`src/rtl/jk_bank_ctrl.sv`:
```
// ---------------------------------------------------------------------------
// jk_bank_ctrl
//
// Command sequencer for an external bank of WIDTH JK flip-flops that share
// clk and clr with this controller. Host commands (LOAD / CLEAR / UP / DOWN)
// are turned into per-bit J/K drive. UP and DOWN step the bank as a binary
// counter, using the bank's own q outputs as feedback.
//
// Ports
//   clk        in   rising-edge clock; the bank samples j/k on the same edge
//   clr        in   asynchronous active-low reset (shared with the bank)
//   cmd_valid  in   command present
//   cmd_ready  out  controller idle, command accepted when valid & ready
//   cmd_op     in   00 LOAD, 01 CLEAR, 10 UP, 11 DOWN
//   cmd_data   in   LOAD value
//   cmd_steps  in   UP/DOWN step count (0 completes immediately)
//   q_fb       in   bank q outputs
//   j, k       out  registered J/K drive (00 hold, 10 set, 01 reset, 11 toggle)
//   busy       out  command in progress
//   done       out  one-cycle completion pulse
//   tc         out  one-cycle pulse with done when the count wrapped/saturated
//
// Build option
//   JK_SAT_EN  when defined, an UP step at all-ones or a DOWN step at zero
//              issues a hold instead of wrapping, abandons the remaining
//              steps and completes with tc=1. Undefined: modulo wrap, all
//              steps execute.
// ---------------------------------------------------------------------------
module jk_bank_ctrl #(
   parameter int WIDTH = 4,
   parameter int CNT_W = 8
) (
   input  logic             clk,
   input  logic             clr,
   input  logic             cmd_valid,
   output logic             cmd_ready,
   input  logic [1:0]       cmd_op,
   input  logic [WIDTH-1:0] cmd_data,
   input  logic [CNT_W-1:0] cmd_steps,
   input  logic [WIDTH-1:0] q_fb,
   output logic [WIDTH-1:0] j,
   output logic [WIDTH-1:0] k,
   output logic             busy,
   output logic             done,
   output logic             tc
);

   localparam logic [1:0] ST_IDLE  = 2'd0;
   localparam logic [1:0] ST_ISSUE = 2'd1;
   localparam logic [1:0] ST_WAIT  = 2'd2;
   localparam logic [1:0] ST_DONE  = 2'd3;

   localparam logic [1:0] OP_LOAD  = 2'b00;
   localparam logic [1:0] OP_CLEAR = 2'b01;

   logic [1:0]       state_q, state_d;
   logic [1:0]       op_q, op_d;
   logic [CNT_W-1:0] rem_q, rem_d;
   logic             wrap_q, wrap_d;
   logic [WIDTH-1:0] j_q, j_d;
   logic [WIDTH-1:0] k_q, k_d;
   logic             done_q, done_d;
   logic             tc_q, tc_d;

   logic             start_step;
   logic             step_down;
   logic [WIDTH-1:0] up_mask;
   logic [WIDTH-1:0] dn_mask;
   logic [WIDTH-1:0] step_mask;
   logic             step_lim;

   // Toggle masks form a ripple chain: bit i toggles when all lower bits are
   // ones (counting up) or all lower bits are zeros (counting down).
   assign up_mask[0] = 1'b1;
   assign dn_mask[0] = 1'b1;
   generate
      for (genvar gi = 1; gi < WIDTH; gi++) begin : g_mask
         assign up_mask[gi] = up_mask[gi-1] &  q_fb[gi-1];
         assign dn_mask[gi] = dn_mask[gi-1] & ~q_fb[gi-1];
      end
   endgenerate

   // The first step is launched straight from IDLE, before op_q is loaded,
   // so direction comes from the live command there.
   assign step_down = (state_q == ST_IDLE) ? cmd_op[0] : op_q[0];
   assign step_mask = step_down ? dn_mask : up_mask;
   assign step_lim  = step_down ? ~(|q_fb) : (&q_fb);

   assign cmd_ready = (state_q == ST_IDLE);
   assign busy      = (state_q != ST_IDLE);
   assign j         = j_q;
   assign k         = k_q;
   assign done      = done_q;
   assign tc        = tc_q;

   always_comb begin
      state_d    = state_q;
      op_d       = op_q;
      rem_d      = rem_q;
      wrap_d     = wrap_q;
      j_d        = '0;
      k_d        = '0;
      start_step = 1'b0;

      case (state_q)
         ST_IDLE: begin
            if (cmd_valid) begin
               op_d   = cmd_op;
               rem_d  = cmd_steps;
               wrap_d = 1'b0;
               case (cmd_op)
                  OP_LOAD: begin
                     j_d     = cmd_data;
                     k_d     = ~cmd_data;
                     state_d = ST_ISSUE;
                  end
                  OP_CLEAR: begin
                     k_d     = '1;
                     state_d = ST_ISSUE;
                  end
                  default: begin
                     if (cmd_steps == '0) begin
                        state_d = ST_DONE;
                     end else begin
                        state_d    = ST_ISSUE;
                        start_step = 1'b1;
                     end
                  end
               endcase
            end
         end

         ST_ISSUE: begin
            if (op_q[1]) begin
`ifdef JK_SAT_EN
               // A saturated step issued a hold; the rest are abandoned.
               state_d = wrap_q ? ST_DONE : ST_WAIT;
`else
               state_d = ST_WAIT;
`endif
            end else begin
               state_d = ST_DONE;
            end
         end

         ST_WAIT: begin
            rem_d = rem_q - CNT_W'(1);
            if (rem_q == CNT_W'(1)) begin
               state_d = ST_DONE;
            end else begin
               state_d    = ST_ISSUE;
               start_step = 1'b1;
            end
         end

         ST_DONE: begin
            state_d = ST_IDLE;
         end

         default: begin
            state_d = ST_IDLE;
         end
      endcase

      // Mask is taken from q_fb on the edge that enters ISSUE; the bank
      // applies it on the following edge.
      if (start_step) begin
`ifdef JK_SAT_EN
         if (step_lim) begin
            wrap_d = 1'b1;
         end else begin
            j_d = step_mask;
            k_d = step_mask;
         end
`else
         j_d = step_mask;
         k_d = step_mask;
         if (step_lim) begin
            wrap_d = 1'b1;
         end
`endif
      end
   end

   // The wrap flag is cleared on every accept, so LOAD/CLEAR and zero-step
   // commands always finish with tc=0.
   assign done_d = (state_d == ST_DONE);
   assign tc_d   = done_d & wrap_d;

   always_ff @(posedge clk or negedge clr) begin
      if (!clr) begin
         state_q <= ST_IDLE;
         op_q    <= OP_LOAD;
         rem_q   <= '0;
         wrap_q  <= 1'b0;
         j_q     <= '0;
         k_q     <= '0;
         done_q  <= 1'b0;
         tc_q    <= 1'b0;
      end else begin
         state_q <= state_d;
         op_q    <= op_d;
         rem_q   <= rem_d;
         wrap_q  <= wrap_d;
         j_q     <= j_d;
         k_q     <= k_d;
         done_q  <= done_d;
         tc_q    <= tc_d;
      end
   end

endmodule

```
`config.mk`:
```
export PLATFORM = sky130hd
export DESIGN_NAME = jk_bank_ctrl
export DESIGN_NICKNAME = d
export VERILOG_FILES = /design/src/rtl/jk_bank_ctrl.sv
export SDC_FILE = /design/constraint.sdc
export NUM_CORES = 1
export LEC_CHECK = 0
export CAP_MARGIN = 20
export CELL_PAD_IN_SITES_DETAIL_PLACEMENT = 0
export CELL_PAD_IN_SITES_GLOBAL_PLACEMENT = 2
export CORE_UTILIZATION = 31
export CTS_BUF_LIST = sky130_fd_sc_hd__clkbuf_16
export DETAILED_ROUTE_END_ITERATION = 12
export PLACE_DENSITY_LB_ADDON = 0.1
export SLEW_MARGIN = 20
export SYNTH_ARGS = -nofsm -noshare
export SYNTH_HDL_FRONTEND = slang
export SYNTH_SLANG_ARGS = --single-unit
```
`constraint.sdc`:
```
create_clock -name clk -period 4.45 [get_ports clk]
set_clock_uncertainty 0.1 [all_clocks]
set_input_delay 0.89 -clock clk [delete_from_list [all_inputs] [get_ports clk]]
set_output_delay 0.89 -clock clk [all_outputs]
set_load 0.03 [all_outputs]
```
Word level (Yosys, flattened, before mapping)
Index checks and enable logic that the tools add are counted.
{"block": "totals", "input_bits": 21, "regBits": 23, "elab_cells": 64, "output_inout_bits": 12}
{"block": "classes", "add_sub_neg": 1, "n_eq_ne": 7, "bitwise_logic": 10, "reduce_logical": 10, "muxes": 28}
{"operator": "$mux W4", "n": 8}
{"operator": "$pmux W8 S2", "n": 1}
{"operator": "$mux W1", "n": 11}
{"operator": "$eq A8 B1 Y1 const B", "n": 1}
{"operator": "$logic_not A8 Y1", "n": 1}
{"operator": "$mux W2", "n": 4}
{"operator": "$mux W8", "n": 1}
{"operator": "$pmux W2 S4", "n": 1}
{"operator": "$pmux W4 S2", "n": 1}
{"operator": "$sub A8 B1 Y8 const B", "n": 1}
{"operator": "$eq A2 B2 Y1 const B", "n": 3}
{"operator": "$and A1 B1 Y1", "n": 5}
{"operator": "$eq A2 B1 Y1 const B", "n": 2}
{"operator": "$logic_not A2 Y1", "n": 2}
{"operator": "$not A1 Y1", "n": 4}
{"operator": "$not A4 Y4", "n": 1}
{"operator": "$reduce_and A2 Y1", "n": 2}
{"operator": "$reduce_and A4 Y1", "n": 1}
{"operator": "$reduce_bool A2 Y1", "n": 2}
{"operator": "$reduce_or A4 Y1", "n": 1}
{"operator": "$ne A2 B2 Y1 const B", "n": 1}
{"operator": "$pmux W1 S2", "n": 1}
{"operator": "$reduce_or A2 Y1", "n": 1}

Logic depth before layout (Yosys ltp)
Gate-level depths: netlist of run 1.
{"block": "logic_depth", "word_depth": 7, "depth_mapped": 6, "ltp_nobuf": 6}

Least setup slack after synthesis of run 1
No wires, ideal clock.
{"block": "synth_path", "path_type": "register to output", "start": "register state_q[1]", "end": "output busy", "required_time_ps": 3460, "stages_incl_launch_ff": 4, "n_path_buf": 1, "t_arrival_ps": 1398, "slack_ps": 2062, "path_cell_list": "dfrtp_1 > buf_2 > nor2_1 > inv_1"}
{"block": "synth_via", "elab_chain_len": 1}
{"item": "start: declaration", "line_no": "56", "text": "logic [1:0] state_q, state_d;"}
{"item": "start signal: assignment", "line_no": "201", "text": "state_q <= state_d;"}
{"item": "$reduce_bool A2 Y1", "line_no": "90", "text": "assign busy = (state_q != ST_IDLE);"}
{"item": "end: declaration", "line_no": "43", "text": "output logic busy,"}
Every way passes these cells.

Worst setup path in the final report of run 1
Same ends and word-level chain as after synthesis.

==> results of run 1 <==
-- power by group through the flow --
| stage | clock network (W) | logic, W | registers (W) |
|---|---|---|---|
| after detailed placement | 0 | 0.000502 | 0.000417 |
| after floorplan | 0 | 0.000321 | 0.000415 |
| after CTS | 0.000197 | 0.000503 | 0.000413 |
| after global routing | 0.000207 | 0.000550 | 0.000432 |
| final | 0.000189 | 0.000497 | 0.000414 |
| after global placement | 0 | 0.000495 | 0.000420 |
-- per-stage QoR --
step | utilization | setup slack (ns) | instances | hold WS [ns] | area (um^2)
5_1_grt | 0.432 | 1.32 | 220 | 0.423 | 1740
2_1_floorplan | - | 2.06 | 140 | 0.339 | 1310
4_1_cts | 0.433 | 1.43 | 220 | 0.372 | 1740
3_5_place_dp | 0.413 | 1.61 | 216 | 0.357 | 1670
3_3_place_gp | 0.413 | 1.61 | 216 | 0.359 | 1670
6_report | 0.432 | 1.45 | 220 | 0.369 | 1740
-- final timing paths --
path / startpoint / endpoint / slack [ns] / cells after the start
max: state_q[1] / busy / 1.45 / 3
max reg2reg: state_q[1] / k[3] / 2.38 / 4
min reg2reg: wrap_q / wrap_q / 0.37 / 2
min: wrap_q / wrap_q / 0.37 / 2
min in group asynchronous: clr / rem_q[6] / 0.52 / 1
max in group asynchronous: clr / j[0] / 3.37 / 1
-- metal layers --
| metal | part of all wire | wire length, um | up-vias | global-route usage |
|---|---|---|---|---|
| met3 | 0.041 | 135 | 0 | 0.0257 |
| met5 | 0 | 0 | - | 0 |
| li1 | - | - | 586 | - |
| met1 | 0.46 | 1490 | 560 | 0.217 |
| met2 | 0.50 | 1650 | 21 | 0.281 |
| met4 | 0 | 0 | 0 | 0.0319 |
-- critical path: stages, from the launching register on --
cell,delay [ns]
dfrtp_1,0.77
nor2_1,0.24
inv_1,0.09
clkdlybuf4s50_1,0.66
-- state kept, by name (all words and copies together), names as in the netlist --
name	count
rem_q	8
j	4
k	4
op_q	2
state_q	2
done	1
tc	1
wrap_q	1
-- cells in the final DEF, fill, tap and decap left out, types with 2 or more instances in the layout --
master / Yosys / layout
or3_1: 2 / 2
a21oi_1: 13 / 13
o21ai_2: 2 / 2
a41oi_1: 2 / 2
nor4_1: 2 / 2
ha_1: 2 / 2
inv_1: 8 / 9
clkdlybuf4s50_1: 0 / 31
o32ai_1: 2 / 2
nor2b_1: 2 / 2
nor2_1: 13 / 13
or4_1: 2 / 2
dfrtp_1: 23 / 23
o22a_1: 3 / 3
and3_1: 2 / 2
a22oi_1: 2 / 2
a221oi_1: 2 / 2
and2b_1: 2 / 2
o21ai_1: 2 / 2
nand2_1: 10 / 10
o22ai_1: 7 / 7
mux2i_1: 3 / 3
clkbuf_16: 0 / 3
o21ai_0: 5 / 5
nand2b_1: 4 / 4
-- kinds of logic after synthesis --
logic type,after synthesis
AOI/OAI and AO/OA,49
adders and majority gates,2
buffers and inverters,15
DFF,23
muxes,4
and+or+nand+nor,47
-- layout make-up --
class                      instances  area [um^2]  share of cell area
timing repair buffer              32          315               0.181
multi-input combinational        102          673               0.387
tap                               50         62.6              0.0360
inverter                           9         33.8              0.0194
clock buffer                       3         75.1              0.0432
sequential                        23          576               0.331
clock inverter                     1         3.75             0.00216
==> results.md, run 1 <==
- Share of layout cells above drive strength 1: 0.0588
- Clock slew seen by the registers of the worst setup and hold paths: 0.06 ns
- Rel. slew slack: 0.556
- Wire length per cell: 14.9 um
- Antenna-violating nets left: 0
- Root Buffer: clkbuf_16
- Io pins: 33
- Max_cap viols: 0
- Switch Pwr: 0.000461 W
- Ys Warns: 0
- Combinational power share: 0.452
- Clock Sinks: 23
- Post-Synth XOR/XNOR Area: 0
- Worst Tran Pin Value: 0.666 ns
- Worst-path maximum fanout: 22
- Sequential fraction of the synthesis area: 0.439
- Min-Delay Path Class: flip-flop to flip-flop
- Post-synth top area share: 0.439
- Top cells by area, synth: dfrtp_1 44%, a21oi_1 5.0%, nor2_1 3.7%
- Setup bufs post-CTS: 0
- Switching portion of total power: 0.419
- DP HPWL: 2480 um
- Top_reg_cell synth: dfrtp_1
- Syn_nets: 163
- First-pass GRT wire length: 5600 um
- Post_cts resized: 0
- Minimum clock period: 3.00 ns
- Worst skew pair latency: 0.25 ns
- Die area: 4490 um^2
- Longest Clk Path Bufs: 2
- Syn Area/Cell: 9.37 um^2
- # DRC: 0
- Flop pwr share: 0.376
- Final WL: 3280 um
- Synth top cells by count: 23 x dfrtp_1, 13 x a21oi_1, 13 x nor2_1, 10 x nand2_1, 8 x inv_1
- Static leakage: 0.719 nW
- Synth Instances: 140
- Number of global-route vias before repair: 1221
- Final worst path period share: 0.674
- Simple-gate share of the synthesized area: 0.201
- CP Class: flip-flop to primary output
- Top-count cell post-synth: dfrtp_1
- # rows: 23
- Max-slew violations: 0
- Initial DRC count: 102
- Global placer's final weighted congestion: 0.737
- Via count: 1167
- Cts bufs inserted: 3
- Worst vdd ir: 218 uV
- Die Wd: 67.0 um
- Status: completed
- FF+latch count, synth: 23
- Cell Area, Synth: 1310 um^2
- Asr flop ratio synth: 1.00
- Hold buffers post-CTS: 0
- # fillers: 409
- Total number of H-tree levels: 1
- Synth unique cells: 45
- Core Region: 4030 um^2
- Multiplexer area fraction after synthesis: 0.0315
- Compound-gate portion of the synthesized area: 0.261
- Nets@finish: 194
- GR Overflow Total: 0
- Setup violations, final: 0
- Initial Util: 0.325
- Chip Height: 67.0 um
- Area delta synth->final: 32.6%
- Power Internal: 0.000640 W
- First-pass DRT Iterations: 6
- Largest family of logic cells by synthesized area: compound AO/OA/AOI/OAI gates
- Adder-Cell Fraction of Synth Area: 0.0191
- Crit start category: flip-flop
- Highest Clock Rate: 333 MHz
- CTS tree: built
- GRT Total Usage: 0.165
- Overall power: 0.00110 W
- Area leader, netlist: dfrtp_1
- ANT cells: 0
- Clock share of power: 0.172
- Worst EP arrival: 2.01 ns
- WP data required: 3.46 ns
- Avg Vias per Cell: 5.30
- Post-route setup TNS: 0 ns
- PortBufs: 32
- Pin count of the biggest net entering global routing: 24
- Initial antenna violation count: 0
- Setup crit end kind: primary output
- Number of synthesized flops with an enable pin: 0
- Power Dens Cells: 633 nW/um^2
- Final hold viol count: 0
- RSZ-0062 raised after global routing: false
Power figures use the tool's default switching activity.
==> inputs of run 2 (changes only) <==
CORE_UTILIZATION = 29   (was 31)
clock period = 2.8 ns   (was 4.45 ns; I/O delays follow)
==> run 2 against run 1 <==
  * Largest cell class unchanged
  * Flip-flop and latch count is the same
  * Via count grew 2.2%
  * Cell count grew 3.2%
  * Critical path depth shrank 1
  * Critical endpoint is now cmd_ready
  * Clock-buffer cell count is the same
==> results.md, run 2 (synthesis results as in run 1) <==
- Post_cts resized: 0 (unchanged)
- Number of global-route vias before repair: 1179 (was 1221)
- Share of layout cells above drive strength 1: 0.0857 (was 0.0588)
- Cts bufs inserted: 3 (unchanged)
- Post-route setup TNS: 0 ns (unchanged)
- Worst-path cell chain: nor2_1 -> clkdlybuf4s50_1 (was nor2_1 -> inv_1 -> clkdlybuf4s50_1)
- Highest Clock Rate: 434 MHz
- Global placer's final weighted congestion: 0.735 (was 0.737)
- Initial Util: 0.301 (was 0.325)
- Worst Path Buf+Inv: 1 (was 2)
- Worst Tran Pin Value: 0.523 ns (was 0.666 ns)
- Most frequent cells in the layout: 32 x clkdlybuf4s50_1, 23 x dfrtp_1, 13 x nor2_1, 13 x a21oi_1, 10 x nand2_1 (was 31 x clkdlybuf4s50_1, 23 x dfrtp_1, 13 x nor2_1, 13 x a21oi_1, 10 x nand2_1)
- Power Dens Cells: 1000 nW/um^2 (was 633 nW/um^2)
- # DRC: 0 (unchanged)
- Setup crit end kind: primary output (unchanged)
- # rows: 24 (was 23)
- Initial DRC count: 41 (was 102)
- Area post-placement: 1710 um^2 (was 1670 um^2)
- PortBufs: 32 (unchanged)
- Slowest stage delay, CP: 0.73 ns (was 0.77 ns)
- Root Buffer: clkbuf_16 (unchanged)
- Setup violations, final: 0 (unchanged)
- Pin count of the biggest net entering global routing: 24 (unchanged)
- Status: completed (unchanged)
- Io pins: 33 (unchanged)
- DP HPWL: 2630 um (was 2480 um)
- Longest Clk Path Bufs: 2 (unchanged)
- Rel. slew slack: 0.648 (was 0.556)
- GR Overflow Total: 0 (unchanged)
- Final hold viol count: 0 (unchanged)
- Hold buffers post-CTS: 0 (unchanged)
- Die Wd: 69.2 um (was 67.0 um)
- Worst skew pair latency: 0.26 ns (was 0.25 ns)
- Worst EP arrival: 1.65 ns (was 2.01 ns)
- Switching portion of total power: 0.420 (was 0.419)
- Most common cell after layout, fill and taps aside: clkdlybuf4s50_1 (unchanged)
- CP top delay family: buffers and inverters (was flip-flops)
- ANT cells: 0 (unchanged)
- Power Internal: 0.00104 W (was 0.000640 W)
- Max_cap viols: 0 (unchanged)
- Switch Pwr: 0.000753 W (was 0.000461 W)
- Static leakage: 0.741 nW (was 0.719 nW)
- Via count: 1193 (was 1167)
- Minimum clock period: 2.31 ns
- Clock Sinks: 23 (unchanged)
- Min-Delay Path Class: flip-flop to flip-flop (unchanged)
- First-pass DRT Iterations: 4 (was 6)
- CTS tree: built (unchanged)
- Worst path slowest cell: clkdlybuf4s50_1 (was dfrtp_1)
- Die area: 4790 um^2 (was 4490 um^2)
- Max FFs per register: 8 (unchanged)
- Flop pwr share: 0.329 (was 0.376)
- Antenna-violating nets left: 0 (unchanged)
- WP data required: 2.14 ns (was 3.46 ns)
- Clock share of power: 0.175 (was 0.172)
- Avg Vias per Cell: 5.26 (was 5.30)
- Clock slew seen by the registers of the worst setup and hold paths: 0.06 ns (about the same)
- Setup bufs post-CTS: 0 (unchanged)
- Final WL: 3520 um (was 3280 um)
- Largest register by flop count: rem_q (unchanged)
- Nets@finish: 199 (was 194)
- Core Region: 4350 um^2 (was 4030 um^2)
- Chip Height: 69.2 um (was 67.0 um)
- Area delta synth->final: 36.2% (was 32.6%)
- Worst-path maximum fanout: 5 (was 22)
- Initial antenna violation count: 0 (unchanged)
- Max-slew violations: 0 (unchanged)
- Final worst path period share: 0.824
- RSZ-0062 raised after global routing: false (unchanged)
- Final instance area: 1790 um^2 (was 1740 um^2)
- Total number of H-tree levels: 1 (unchanged)
- Worst vdd ir: 286 uV (was 218 uV)
- Crit start category: flip-flop (unchanged)
- First-pass GRT wire length: 5840 um (was 5600 um)
- Combinational power share: 0.496 (was 0.452)
- Wire length per cell: 15.5 um (was 14.9 um)
- CP Class: flip-flop to primary output (unchanged)
- GRT Total Usage: 0.155 (was 0.165)
[run 2: layout make-up]
class,instances,area [um^2]
well taps,52,65.1
clock buffers,3,75.1
clock inverters,1,5.00
inverters,9,33.8
flip-flops and latches,23,576
multi-input cells,102,673
repair buffers,37,358
fillers,425,2570
[run 2: per-layer routing]
metal	wire, um	global-route usage	vias up
li1	-	-	593
met1	1590	0.200	564
met2	1750	0.261	34
met4	21	0.0590	0
met3	156	0.0262	2
met5	0	0	-
[run 2: worst register-to-register path, stage by stage, from the launching register on]
cell and delay (ns):
dfrtp_1 0.46, inv_1 0.13, ha_1 0.15, nor3b_1 0.25, a31oi_1 0.21, nor2_1 0.37, o22ai_1 0.15
[run 2: worst paths after layout]
path	start	endpoint	slack [ns]	cells past startpoint
worst max-delay path	state_q[1]	cmd_ready	0.49	2
worst min-delay path	wrap_q	wrap_q	0.38	2
worst max register to register	rem_q[1]	k[1]	0.85	6
worst min register to register	wrap_q	wrap_q	0.38	2
max in group asynchronous	clr	rem_q[4]	1.81	2
min in group asynchronous	clr	rem_q[1]	0.56	2
[run 2: power by group through the flow]
stage,clock [W],combinational [W],sequential (W)
3_5_place_dp,0,0.000894,0.000596
6_report,0.000314,0.000889,0.000590
3_3_place_gp,0,0.000884,0.000592
5_1_grt,0.000336,0.000976,0.000609
4_1_cts,0.000319,0.000898,0.000589
2_1_floorplan,0,0.000510,0.000660
[run 2: per-stage QoR]
| stage | setup slack, ns | power (W) | hold WS, ns | util | cells |
|---|---|---|---|---|---|
| finish | 0.493 | 0.00179 | 0.381 | 0.410 | 227 |
| global route | 0.428 | 0.00192 | 0.410 | 0.410 | 227 |
| CTS | 0.487 | 0.00181 | 0.381 | 0.410 | 227 |
| detailed placement | 0.342 | 0.00149 | 0.366 | 0.392 | 223 |
| global placement | 0.375 | 0.00148 | 0.362 | 0.392 | 223 |
| floorplan | 0.742 | 0.00117 | 0.164 | - | 140 |
==> inputs of run 3 (changes only) <==
clock period = 2.3 ns   (was 2.8 ns; I/O delays follow)
==> run 3 against run 2 <==
  * Clock-buffer cell count did not move
  * Register-to-register slack got worse by 0.47 ns
  * Flip-flop and latch count did not move
  * Sequential share of layout area fell by 1.3 points
  * Clock power rose by 21%
  * Combinational power rose by 27%
  * Cell count rose by 4.4%
  * Non-clock buffer count rose by 10
  * Utilization rose by 1.7 points
  * Total power rose by 24%
  * Design area rose by 4.2%
  * Largest power group unchanged
  * Highest routed layer unchanged
==> results.md, run 3 (synthesis results as in run 1) <==
- Final instance area: 1860 um^2 (was 1790 um^2)
- Avg Vias per Cell: 5.26 (about the same)
- Global placer's final weighted congestion: 0.828 (was 0.735)
- Final setup margin: 0.0926 ns (was 0.493 ns)
- Area post-placement: 1780 um^2 (was 1710 um^2)
- Largest register by flop count: rem_q (unchanged)
- GR Overflow Total: 0 (unchanged)
- Minimum clock period: 2.21 ns
- Most frequent cells in the layout: 32 x clkdlybuf4s50_1, 23 x dfrtp_1, 15 x buf_4, 13 x nor2_1, 13 x a21oi_1 (was 32 x clkdlybuf4s50_1, 23 x dfrtp_1, 13 x nor2_1, 13 x a21oi_1, 10 x nand2_1)
- Worst skew pair latency: 0.26 ns (about the same)
- Status: completed (unchanged)
- Initial antenna violation count: 0 (unchanged)
- Crit path from: state_q[1] (unchanged)
- Setup crit end: cmd_ready (unchanged)
- GRT Total Usage: 0.159 (was 0.155)
- Worst Path Buf+Inv: 1 (unchanged)
- Wire length per cell: 15.1 um (was 15.5 um)
- First-pass GRT wire length: 6080 um (was 5840 um)
- Antenna-violating nets left: 0 (unchanged)
- PortBufs: 32 (unchanged)
- Total number of H-tree levels: 1 (unchanged)
- Final core utilization: 0.427 (was 0.410)
- Worst path slowest cell: clkdlybuf4s50_1 (unchanged)
- Longest Clk Path Bufs: 2 (unchanged)
- Setup violations, final: 0 (unchanged)
- Max FFs per register: 8 (unchanged)
- Cts bufs inserted: 3 (unchanged)
- CP Class: flip-flop to primary output (unchanged)
- Flop pwr share: 0.319 (was 0.329)
- Root Buffer: clkbuf_16 (unchanged)
- Clock slew seen by the registers of the worst setup and hold paths: 0.06 ns (about the same)
- Power Dens Cells: 1190 nW/um^2 (was 1000 nW/um^2)
- Crit path depth: 2 (unchanged)
- Setup bufs post-CTS: 0 (unchanged)
- Share of layout cells above drive strength 1: 0.135 (was 0.0857)
- Worst reg-to-reg setup slack: 0.38 ns (was 0.85 ns)
- Rel. slew slack: 0.609 (was 0.648)
- Worst Tran Pin Value: 0.580 ns (was 0.523 ns)
- CTS tree: built (unchanged)
- CP top delay family: buffers and inverters (unchanged)
- Combinational power share: 0.510 (was 0.496)
- Die Wd: 69.2 um (unchanged)
- # DRC: 0 (unchanged)
- Highest Clock Rate: 453 MHz
- Reg2reg end: k[1] (unchanged)
- Switching portion of total power: 0.417 (was 0.420)
- Die area: 4790 um^2 (unchanged)
- WP data required: 1.74 ns (was 2.14 ns)
- RSZ-0062 raised after global routing: false (unchanged)
- Switch Pwr: 0.000925 W (was 0.000753 W)
- Worst-path maximum fanout: 5 (unchanged)
- R2r worst-path depth: 6 (unchanged)
- Slowest stage delay, CP: 0.74 ns (was 0.73 ns)
- Chip Height: 69.2 um (unchanged)
- DP HPWL: 2730 um (was 2630 um)
- Hold buffers post-CTS: 0 (unchanged)
- Worst vdd ir: 309 uV (was 286 uV)
- Core Region: 4350 um^2 (unchanged)
- Final worst path period share: 0.960
- Via count: 1246 (was 1193)
- Number of global-route vias before repair: 1254 (was 1179)
- Clock Sinks: 23 (unchanged)
- Post_cts resized: 0 (unchanged)
- Max_cap viols: 0 (unchanged)
- Io pins: 33 (unchanged)
- Pin count of the biggest net entering global routing: 24 (unchanged)
- Met1 Usage GRT: 0.198 (was 0.200)
- Gr busiest metal: met2 (unchanged)
- Static leakage: 0.790 nW (was 0.741 nW)
- First-pass DRT Iterations: 4 (unchanged)
- Initial DRC count: 45 (was 41)
- Power Internal: 0.00129 W (was 0.00104 W)
- Met3 track demand over resource: 0.0291 (was 0.0262)
- ANT cells: 0 (unchanged)
- Setup crit end kind: primary output (unchanged)
- Worst-path cell chain: nor2_1 -> clkdlybuf4s50_1 (unchanged)
- Reg-to-reg startpoint: rem_q[1] (unchanged)
- Initial Util: 0.301 (unchanged)
- # rows: 24 (unchanged)
- M2 GR Usage: 0.276 (was 0.261)
- Final WL: 3580 um (was 3520 um)
- Area delta synth->final: 41.9% (was 36.2%)
- Clock share of power: 0.171 (was 0.175)
- Final hold viol count: 0 (unchanged)
- Max-slew violations: 0 (unchanged)
- Most common cell after layout, fill and taps aside: clkdlybuf4s50_1 (unchanged)
- Min-Delay Path Class: flip-flop to flip-flop (unchanged)
- Crit start category: flip-flop (unchanged)
- Setup WS pre-CTS: -0.0341 ns (was 0.342 ns)
- Overall power: 0.00222 W (was 0.00179 W)
- Worst EP arrival: 1.65 ns (about the same)
- Nets@finish: 209 (was 199)
## run 3: cell count changes in the layout (fill, tap and decap cells not counted)
cell	delta
buf_4	+10
## run 3: worst min-delay path: cells and delay by family (launching register included)
| kind | cells | cell delay (ns) |
|---|---|---|
| AND/OR/NAND/NOR | 2 | 0.13 |
| flip-flops | 1 | 0.33 |
## run 3: power groups by stage
stage / combinational [W] / sequential (W) / clock [W]
floorplan: 0.000620 / 0.000803 / 0
global placement: 0.00112 / 0.000709 / 0
detailed placement: 0.00114 / 0.000714 / 0
CTS: 0.00114 / 0.000707 / 0.000389
global route: 0.00124 / 0.000731 / 0.000412
finish: 0.00113 / 0.000708 / 0.000380
## run 3: worst min-delay path by stage
| stage | from | endpoint | slack [ns] | cells past startpoint |
|---|---|---|---|---|
| final | wrap_q | wrap_q | 0.39 | 2 |
| after global routing | wrap_q | wrap_q | 0.42 | 2 |
| after CTS | wrap_q | wrap_q | 0.39 | 2 |
| after detailed placement | wrap_q | wrap_q | 0.37 | 2 |
| after global placement | wrap_q | wrap_q | 0.35 | 2 |
| after floorplan | clr | done | 0.06 | 0 |
## run 3: metrics by stage
step,hold WS [ns],TNS (ns),cells
floorplan,0.0644,0,140
global placement,0.354,-0.0445,233
detailed placement,0.373,-0.0764,233
CTS,0.387,0,237
global route,0.416,0,237
finish,0.389,0,237
## run 3: cell type report
class / count / area [um^2]
Fill cell: 407 / 2490
Inverter: 9 / 33.8
Multi-Input combinational cell: 102 / 673
Clock inverter: 1 / 5.00
Tap cell: 52 / 65.1
Clock buffer: 3 / 75.1
Timing Repair Buffer: 47 / 433
Sequential cell: 23 / 576
## run 3: per-layer routing
layer	vias to the layer above	share of wire
met4	0	0.0095
met3	2	0.043
met2	33	0.48
met5	-	0
li1	617	-
met1	594	0.47
